==> config.mk <==
export PLATFORM = sky130hd
export DESIGN_NAME = multicycle_ctrl
export DESIGN_NICKNAME = d
export VERILOG_FILES = /design/src/rtl/mc_ctrl_pkg.sv /design/src/rtl/mc_alu_decoder.sv /design/src/rtl/multicycle_ctrl.sv
export SDC_FILE = /design/constraint.sdc
export NUM_CORES = 1
export LEC_CHECK = 0
export CAP_MARGIN = 0
export CORE_MARGIN = 2
export CORE_UTILIZATION = 41
export CTS_BUF_LIST = sky130_fd_sc_hd__clkbuf_4
export CTS_CLUSTER_DIAMETER = 200
export CTS_CLUSTER_SIZE = 12
export DETAILED_ROUTE_END_ITERATION = 8
export GPL_TIMING_DRIVEN = 0
export PLACE_DENSITY = 0.87
export RECOVER_POWER = 50
export SKIP_LAST_GASP = 1
export SLEW_MARGIN = 20
export SYNTH_ARGS = -nofsm -noshare
export SYNTH_HDL_FRONTEND = slang
export SYNTH_SLANG_ARGS = --single-unit
==> constraint.sdc <==
create_clock -name clk -period 2.7 [get_ports clk]
set_input_delay 0.405 -clock clk [delete_from_list [all_inputs] [get_ports clk]]
set_output_delay 0.405 -clock clk [all_outputs]
set_load 0.01 [all_outputs]
==> src/rtl/mc_ctrl_pkg.sv <==
// Shared types and encodings for the multicycle control unit.
// State numbering is visible on state_o for debug, so it is fixed explicitly.
package mc_ctrl_pkg;

  typedef enum logic [3:0] {
    StFetch  = 4'd0,
    StDecode = 4'd1,
    StMemAdr = 4'd2,
    StMemRd  = 4'd3,
    StMemWb  = 4'd4,
    StMemWr  = 4'd5,
    StExecR  = 4'd6,
    StExecI  = 4'd7,
    StAluWb  = 4'd8,
    StBranch = 4'd9
  } state_t;

  localparam logic [2:0] AluAdd = 3'b000;
  localparam logic [2:0] AluSub = 3'b001;
  localparam logic [2:0] AluAnd = 3'b010;
  localparam logic [2:0] AluOrr = 3'b011;
  localparam logic [2:0] AluEor = 3'b100;
  localparam logic [2:0] AluLsr = 3'b101;
  localparam logic [2:0] AluMov = 3'b110;

  localparam logic [3:0] CmdAnd = 4'b0000;
  localparam logic [3:0] CmdEor = 4'b0001;
  localparam logic [3:0] CmdSub = 4'b0010;
  localparam logic [3:0] CmdAdd = 4'b0100;
  localparam logic [3:0] CmdCmp = 4'b1010;
  localparam logic [3:0] CmdOrr = 4'b1100;
  localparam logic [3:0] CmdMov = 4'b1101;

  localparam logic [1:0] ResAluOut    = 2'b00;
  localparam logic [1:0] ResData      = 2'b01;
  localparam logic [1:0] ResAluDirect = 2'b10;

  localparam logic [1:0] SrcbReg  = 2'b00;
  localparam logic [1:0] SrcbImm  = 2'b01;
  localparam logic [1:0] SrcbFour = 2'b10;

endpackage

==> src/rtl/mc_alu_decoder.sv <==
// Data-processing decode: Funct -> ALU operation, NoWrite, arithmetic flag and legality.
module mc_alu_decoder
  import mc_ctrl_pkg::*;
#(
  parameter int unsigned ALUCTRL_W = 3,
  parameter bit          EXT_OPS   = 1'b1
) (
  input  logic [5:0]           funct,
  output logic [ALUCTRL_W-1:0] alu_control,
  output logic                 no_write,
  output logic                 arith,
  output logic                 legal
);

  logic [2:0] op;

  always_comb begin
    op       = AluAdd;
    no_write = 1'b0;
    arith    = 1'b0;
    legal    = 1'b1;
    case (funct[4:1])
      CmdAdd: arith = 1'b1;
      CmdSub: begin
        op    = AluSub;
        arith = 1'b1;
      end
      // CMP without S would discard its only result
      CmdCmp: begin
        op       = AluSub;
        arith    = 1'b1;
        no_write = 1'b1;
        legal    = EXT_OPS && funct[0];
      end
      CmdAnd: op = AluAnd;
      CmdOrr: op = AluOrr;
      CmdEor: begin
        op    = AluEor;
        legal = EXT_OPS;
      end
      CmdMov: begin
        op    = funct[5] ? AluMov : AluLsr;
        legal = EXT_OPS;
      end
      default: legal = 1'b0;
    endcase
  end

  assign alu_control = ALUCTRL_W'(op);

endmodule

==> src/rtl/multicycle_ctrl.sv <==
// Multicycle CPU control FSM: sequences each instruction over 3-5 cycles through a shared
// memory port and ALU. Outputs are decoded from the state register (no output registers).
module multicycle_ctrl
  import mc_ctrl_pkg::*;
#(
  parameter int unsigned ALUCTRL_W = 3,
  parameter bit          EXT_OPS   = 1'b1,
  parameter bit          MEM_WAIT  = 1'b1
) (
  input  logic                 clk,
  input  logic                 reset,
  input  logic [1:0]           Op,
  input  logic [5:0]           Funct,
  input  logic [3:0]           Rd,
  input  logic                 CondEx,
  input  logic                 mem_ready,
  output logic                 IRWrite,
  output logic                 AdrSrc,
  output logic                 ALUSrcA,
  output logic [1:0]           ALUSrcB,
  output logic [1:0]           ResultSrc,
  output logic [1:0]           ImmSrc,
  output logic [1:0]           RegSrc,
  output logic [ALUCTRL_W-1:0] ALUControl,
  output logic [1:0]           FlagW,
  output logic                 PCWrite,
  output logic                 RegW,
  output logic                 MemW,
  output logic                 NoWrite,
  output logic                 illegal,
  output logic [3:0]           state_o
);

  state_t state_q, state_d;
  logic   cond_q;
  logic   ready;

  logic [ALUCTRL_W-1:0] dec_alu;
  logic                 dec_no_write;
  logic                 dec_arith;
  logic                 dec_legal;

  assign ready = MEM_WAIT ? mem_ready : 1'b1;

  mc_alu_decoder #(
    .ALUCTRL_W (ALUCTRL_W),
    .EXT_OPS   (EXT_OPS)
  ) u_alu_decoder (
    .funct       (Funct),
    .alu_control (dec_alu),
    .no_write    (dec_no_write),
    .arith       (dec_arith),
    .legal       (dec_legal)
  );

  always_ff @(posedge clk) begin
    if (reset) begin
      state_q <= StFetch;
      cond_q  <= 1'b0;
    end else begin
      state_q <= state_d;
      if (state_q == StDecode) cond_q <= CondEx;
    end
  end

  always_comb begin
    state_d = state_q;
    case (state_q)
      StFetch:  if (ready) state_d = StDecode;
      StDecode: begin
        case (Op)
          2'b00:   state_d = !dec_legal ? StFetch : (Funct[5] ? StExecI : StExecR);
          2'b01:   state_d = StMemAdr;
          2'b10:   state_d = StBranch;
          default: state_d = StFetch;
        endcase
      end
      StMemAdr: state_d = Funct[0] ? StMemRd : StMemWr;
      StMemRd:  if (ready) state_d = StMemWb;
      StMemWr:  if (ready) state_d = StFetch;
      StExecR,
      StExecI:  state_d = StAluWb;
      default:  state_d = StFetch;
    endcase
  end

  always_comb begin
    IRWrite    = 1'b0;
    AdrSrc     = 1'b0;
    ALUSrcA    = 1'b0;
    ALUSrcB    = SrcbReg;
    ResultSrc  = ResAluOut;
    ALUControl = ALUCTRL_W'(AluAdd);
    FlagW      = 2'b00;
    PCWrite    = 1'b0;
    RegW       = 1'b0;
    MemW       = 1'b0;
    illegal    = 1'b0;
    ImmSrc     = Op;
    RegSrc     = {Op == 2'b01, Op == 2'b10};
    NoWrite    = (Op == 2'b00) && dec_no_write;

    case (state_q)
      StFetch: begin
        ALUSrcA   = 1'b1;
        ALUSrcB   = SrcbFour;
        ResultSrc = ResAluDirect;
        IRWrite   = ready;
        PCWrite   = ready;
      end
      StDecode: begin
        ALUSrcA   = 1'b1;
        ALUSrcB   = SrcbFour;
        ResultSrc = ResAluDirect;
        illegal   = (Op == 2'b11) || ((Op == 2'b00) && !dec_legal);
      end
      StMemAdr: ALUSrcB = SrcbImm;
      StMemRd:  AdrSrc  = 1'b1;
      StMemWb: begin
        ResultSrc = ResData;
        RegW      = cond_q;
      end
      StMemWr: begin
        AdrSrc = 1'b1;
        MemW   = cond_q && ready;
      end
      StExecR,
      StExecI: begin
        ALUSrcB    = (state_q == StExecI) ? SrcbImm : SrcbReg;
        ALUControl = dec_alu;
        FlagW      = {Funct[0], Funct[0] && dec_arith} & {2{cond_q}};
      end
      StAluWb:  RegW = cond_q && !NoWrite;
      StBranch: begin
        ALUSrcB   = SrcbImm;
        ResultSrc = ResAluDirect;
        PCWrite   = cond_q;
      end
      default: ;
    endcase

    // A register write to R15 is a jump
    if (RegW && (Rd == 4'hf)) PCWrite = 1'b1;

    if (reset) begin
      IRWrite = 1'b0;
      PCWrite = 1'b0;
      RegW    = 1'b0;
      MemW    = 1'b0;
      FlagW   = 2'b00;
      illegal = 1'b0;
    end
  end

  assign state_o = state_q;

endmodule

==> impl_results.md <==
- Status: finished, final reports clean
- Critical-path top delay cell: clkdlybuf4s50_1
- DRC viols: 0
- Worst-path cell chain: buf_2 > nor3_1 > nor4b_2 > a41o_1 > a21o_1 > clkdlybuf4s50_1
- Worst stage delay on the critical path: 530 ps
- Worst hold slack: between 500 and 600 ps
- Max-slew violation count: 0
- DPL Wire Length: roughly 1600 um
- Dpl ws: -178 ps
- Area of the mapped netlist: between 600 and 700 um2
- Total CTS buffers: 3
- Most common cell after layout, fill and taps aside: clkdlybuf4s50_1
- First-pass DRT Iterations: 6
- Drt total wl: about 2100 um
- Final setup skew: 2.70 ps
- Seq cells post-synth: 5
- Largest net degree at the start of global routing: 11
- Synth-to-layout area growth: 68.8%
- Clk Latency, worst-skew pair: around 240 ps
- Met1 Track Usage GR: roughly 28%
- Placed inst area: 1100 um2
- Inserted Diodes: 0
- GR Util met2: roughly two fifths
- DR vias/cell: roughly 5.7
- # IOs: between 40 and 50
- RSZ-0062 raised after global routing: false
- Cell Rows: 14
- Crit start category: register
- CTS tree: yes
- Initial Util: between 40 and 50%
- Cell area power density: around 290 nW/um2
- Worst Max-Slew Pin Slew: between 600 and 700 ps
- NumNets Final: between 150 and 200
- Final worst-path cycle share: 94.4%
- Vias in the first global route: 838
- Total GRT Usage: around 23%
- DR iter-0 viols: 24
- Syn Area/Cell: between 7 and 8 um2
- Initial antenna violation count: 0
- Via count: roughly 870
- First-pass GRT wire length: roughly 3500 um
- Tot Pwr: approximately 330 uW
- Core Area: about 1500 um2
- DP Cell Count: around 150
- Final Cell Area: about 1200 um2
- CP arrival: roughly 2100 ps
- Setup-failing EPs final: 0
- Die Span X: around 45 um
- Yosys Warn Count: 0
- Root buffer cell: clkbuf_4
- PortBufs: 40
- Clk sink count: 5
- Clk slew on worst S/H paths: approximately 50 ps
- Layout cell share with drive strength beyond 1: 11.7%
- Die Height: 44.8 um
- Yosys top cell by area: dfxtp_1
- Slew Limit Headroom: 58.1%
- Most frequent cells in the layout: 26 x clkdlybuf4s50_1, 12 x nor2_1, 9 x dlygate4sd3_1
- Unique cell type count in the Yosys netlist: 40
- Full die area: roughly 2000 um2
- Worst Path Required: around 2300 ps
- FMAX: around 0.4 GHz
- Ranking of synthesized cells by area: dfxtp_1 15%, nor2b_1 8.3%, nand2b_1 7.3%
- Syn Inst Count: slightly above 90
- Hold_buf cts: 0
- # H-tree levels: 1
- Register area share after synthesis: ~15%
- Tmin final: approximately 2500 ps
- Worst Path Max Fanout: 10
- GRT busiest layer: met2
- Fin cells: approximately 150
- WS Path Type: reg -> out
- Leak Pwr: 0.000463 uW
- Grt ovf: 0
- Max capacitance violation total: 0
- WL/cell: between 10 and 15 um
- Final worst slack: 150 ps
- Grt met3 use: about 4.4%
- Worst hold path type: reg -> reg
- Post-DRT Antenna Nets: 0
- Syn nets: 109
- Endpoints failing hold: 0
- Final Wtd Congestion: approximately 0.86
- CP Capture Type: output pin
- CTS max path bufs: 2
- Yosys top cell area share: between 10% and 20%
- Worst IR Drop VDD: 0.290 mV
## power by group
part           switching [uW]  internal, uW
clock network            32.9          66.0
logic                    68.1          79.0
registers                7.11          78.7
total                     108           224
## Yosys cell counts
master and count:
a2111oi_0 2, a2111oi_2 1, a211o_1 1, a211oi_1 1, a21boi_1 1, a21o_1 1, a21oi_1 3, a31oi_1 1
a32oi_1 2, a41o_1 1, and2b_1 1, and4_1 1, buf_2 2, buf_4 3, buf_6 1, clkbuf_1 1
dfxtp_1 5, inv_1 2, mux2_2 1, mux2i_1 1, nand2_1 6, nand2b_1 8, nand3_1 4, nand4b_1 2
nor2_1 12, nor2b_1 9, nor3_1 3, nor4_1 1, nor4b_1 2, nor4b_4 1, o211a_1 1, o21a_1 1
o21ai_0 1, o21ai_1 1, o21bai_1 1, o22ai_1 2, o22ai_2 1, o32a_1 1, or2b_1 2, xor2_1 2
## per-layer routing
layer  vias to the layer above  wire length, um
met5                         -                0
met4                         0                0
met2                        35             1060
met3                         0              135
met1                       405              941
li1                        429                -
## cell families (layout without fill, tap and decap cells)
family / count (synthesis) / count (layout) / synth area share [%]
buffers and inverters: 9 / 53 / 8.07
XOR/XNOR: 2 / 2 / 2.57
AND/OR/NAND/NOR: 52 / 52 / 44.8
multiplexers: 2 / 2 / 3.12
flip-flops: 5 / 5 / 14.7
AO/OA/AOI/OAI: 23 / 23 / 26.8
## state kept, by name (all words and copies together) (netlist names)
register,count
state_o,4
cond_q,1
## worst max-delay path, delay by kind of cell (launching register included)
kind                   cells  cell delay (ps)
AO/OA/AOI/OAI              2              240
buffers and inverters      2              720
AND/OR/NAND/NOR            2              580
flip-flops                 1              350
## through the flow
stage | TNS, ps | utilization, %
after CTS | -19.9 | 74.2
after global routing | 0 | 74.7
final | 0 | 74.7
after global placement | -221 | 71.5
after detailed placement | -277 | 71.5
after floorplan | 0 | -
## final cells by class
| cell class | instances | area [um2] |
|---|---|---|
| clock buffers | 4 | 30.0 |
| inverters | 2 | 7.51 |
| plain buffers | 7 | 47.5 |
| multi-input cells | 79 | 549 |
| well taps | 16 | 20.0 |
| fillers | 141 | 390 |
| repair buffers | 40 | 397 |
| flip-flops and latches | 5 | 100 |
## final timing paths
check / from / end / slack, ps / depth (start not counted)
setup reg to reg: state_o[0] / state_o[2] / 1030 / 4
hold reg to reg: cond_q / cond_q / 540 / 2
setup / recovery: state_o[1] / PCWrite / 150 / 6
hold / removal: cond_q / cond_q / 540 / 2
## timing repair
item                       CTS  global route
hold endpoints to repair     0             0
buffers inserted             0             0
resized for setup            5             5
setup endpoints to repair    3             3
Power figures use the tool's default switching activity.
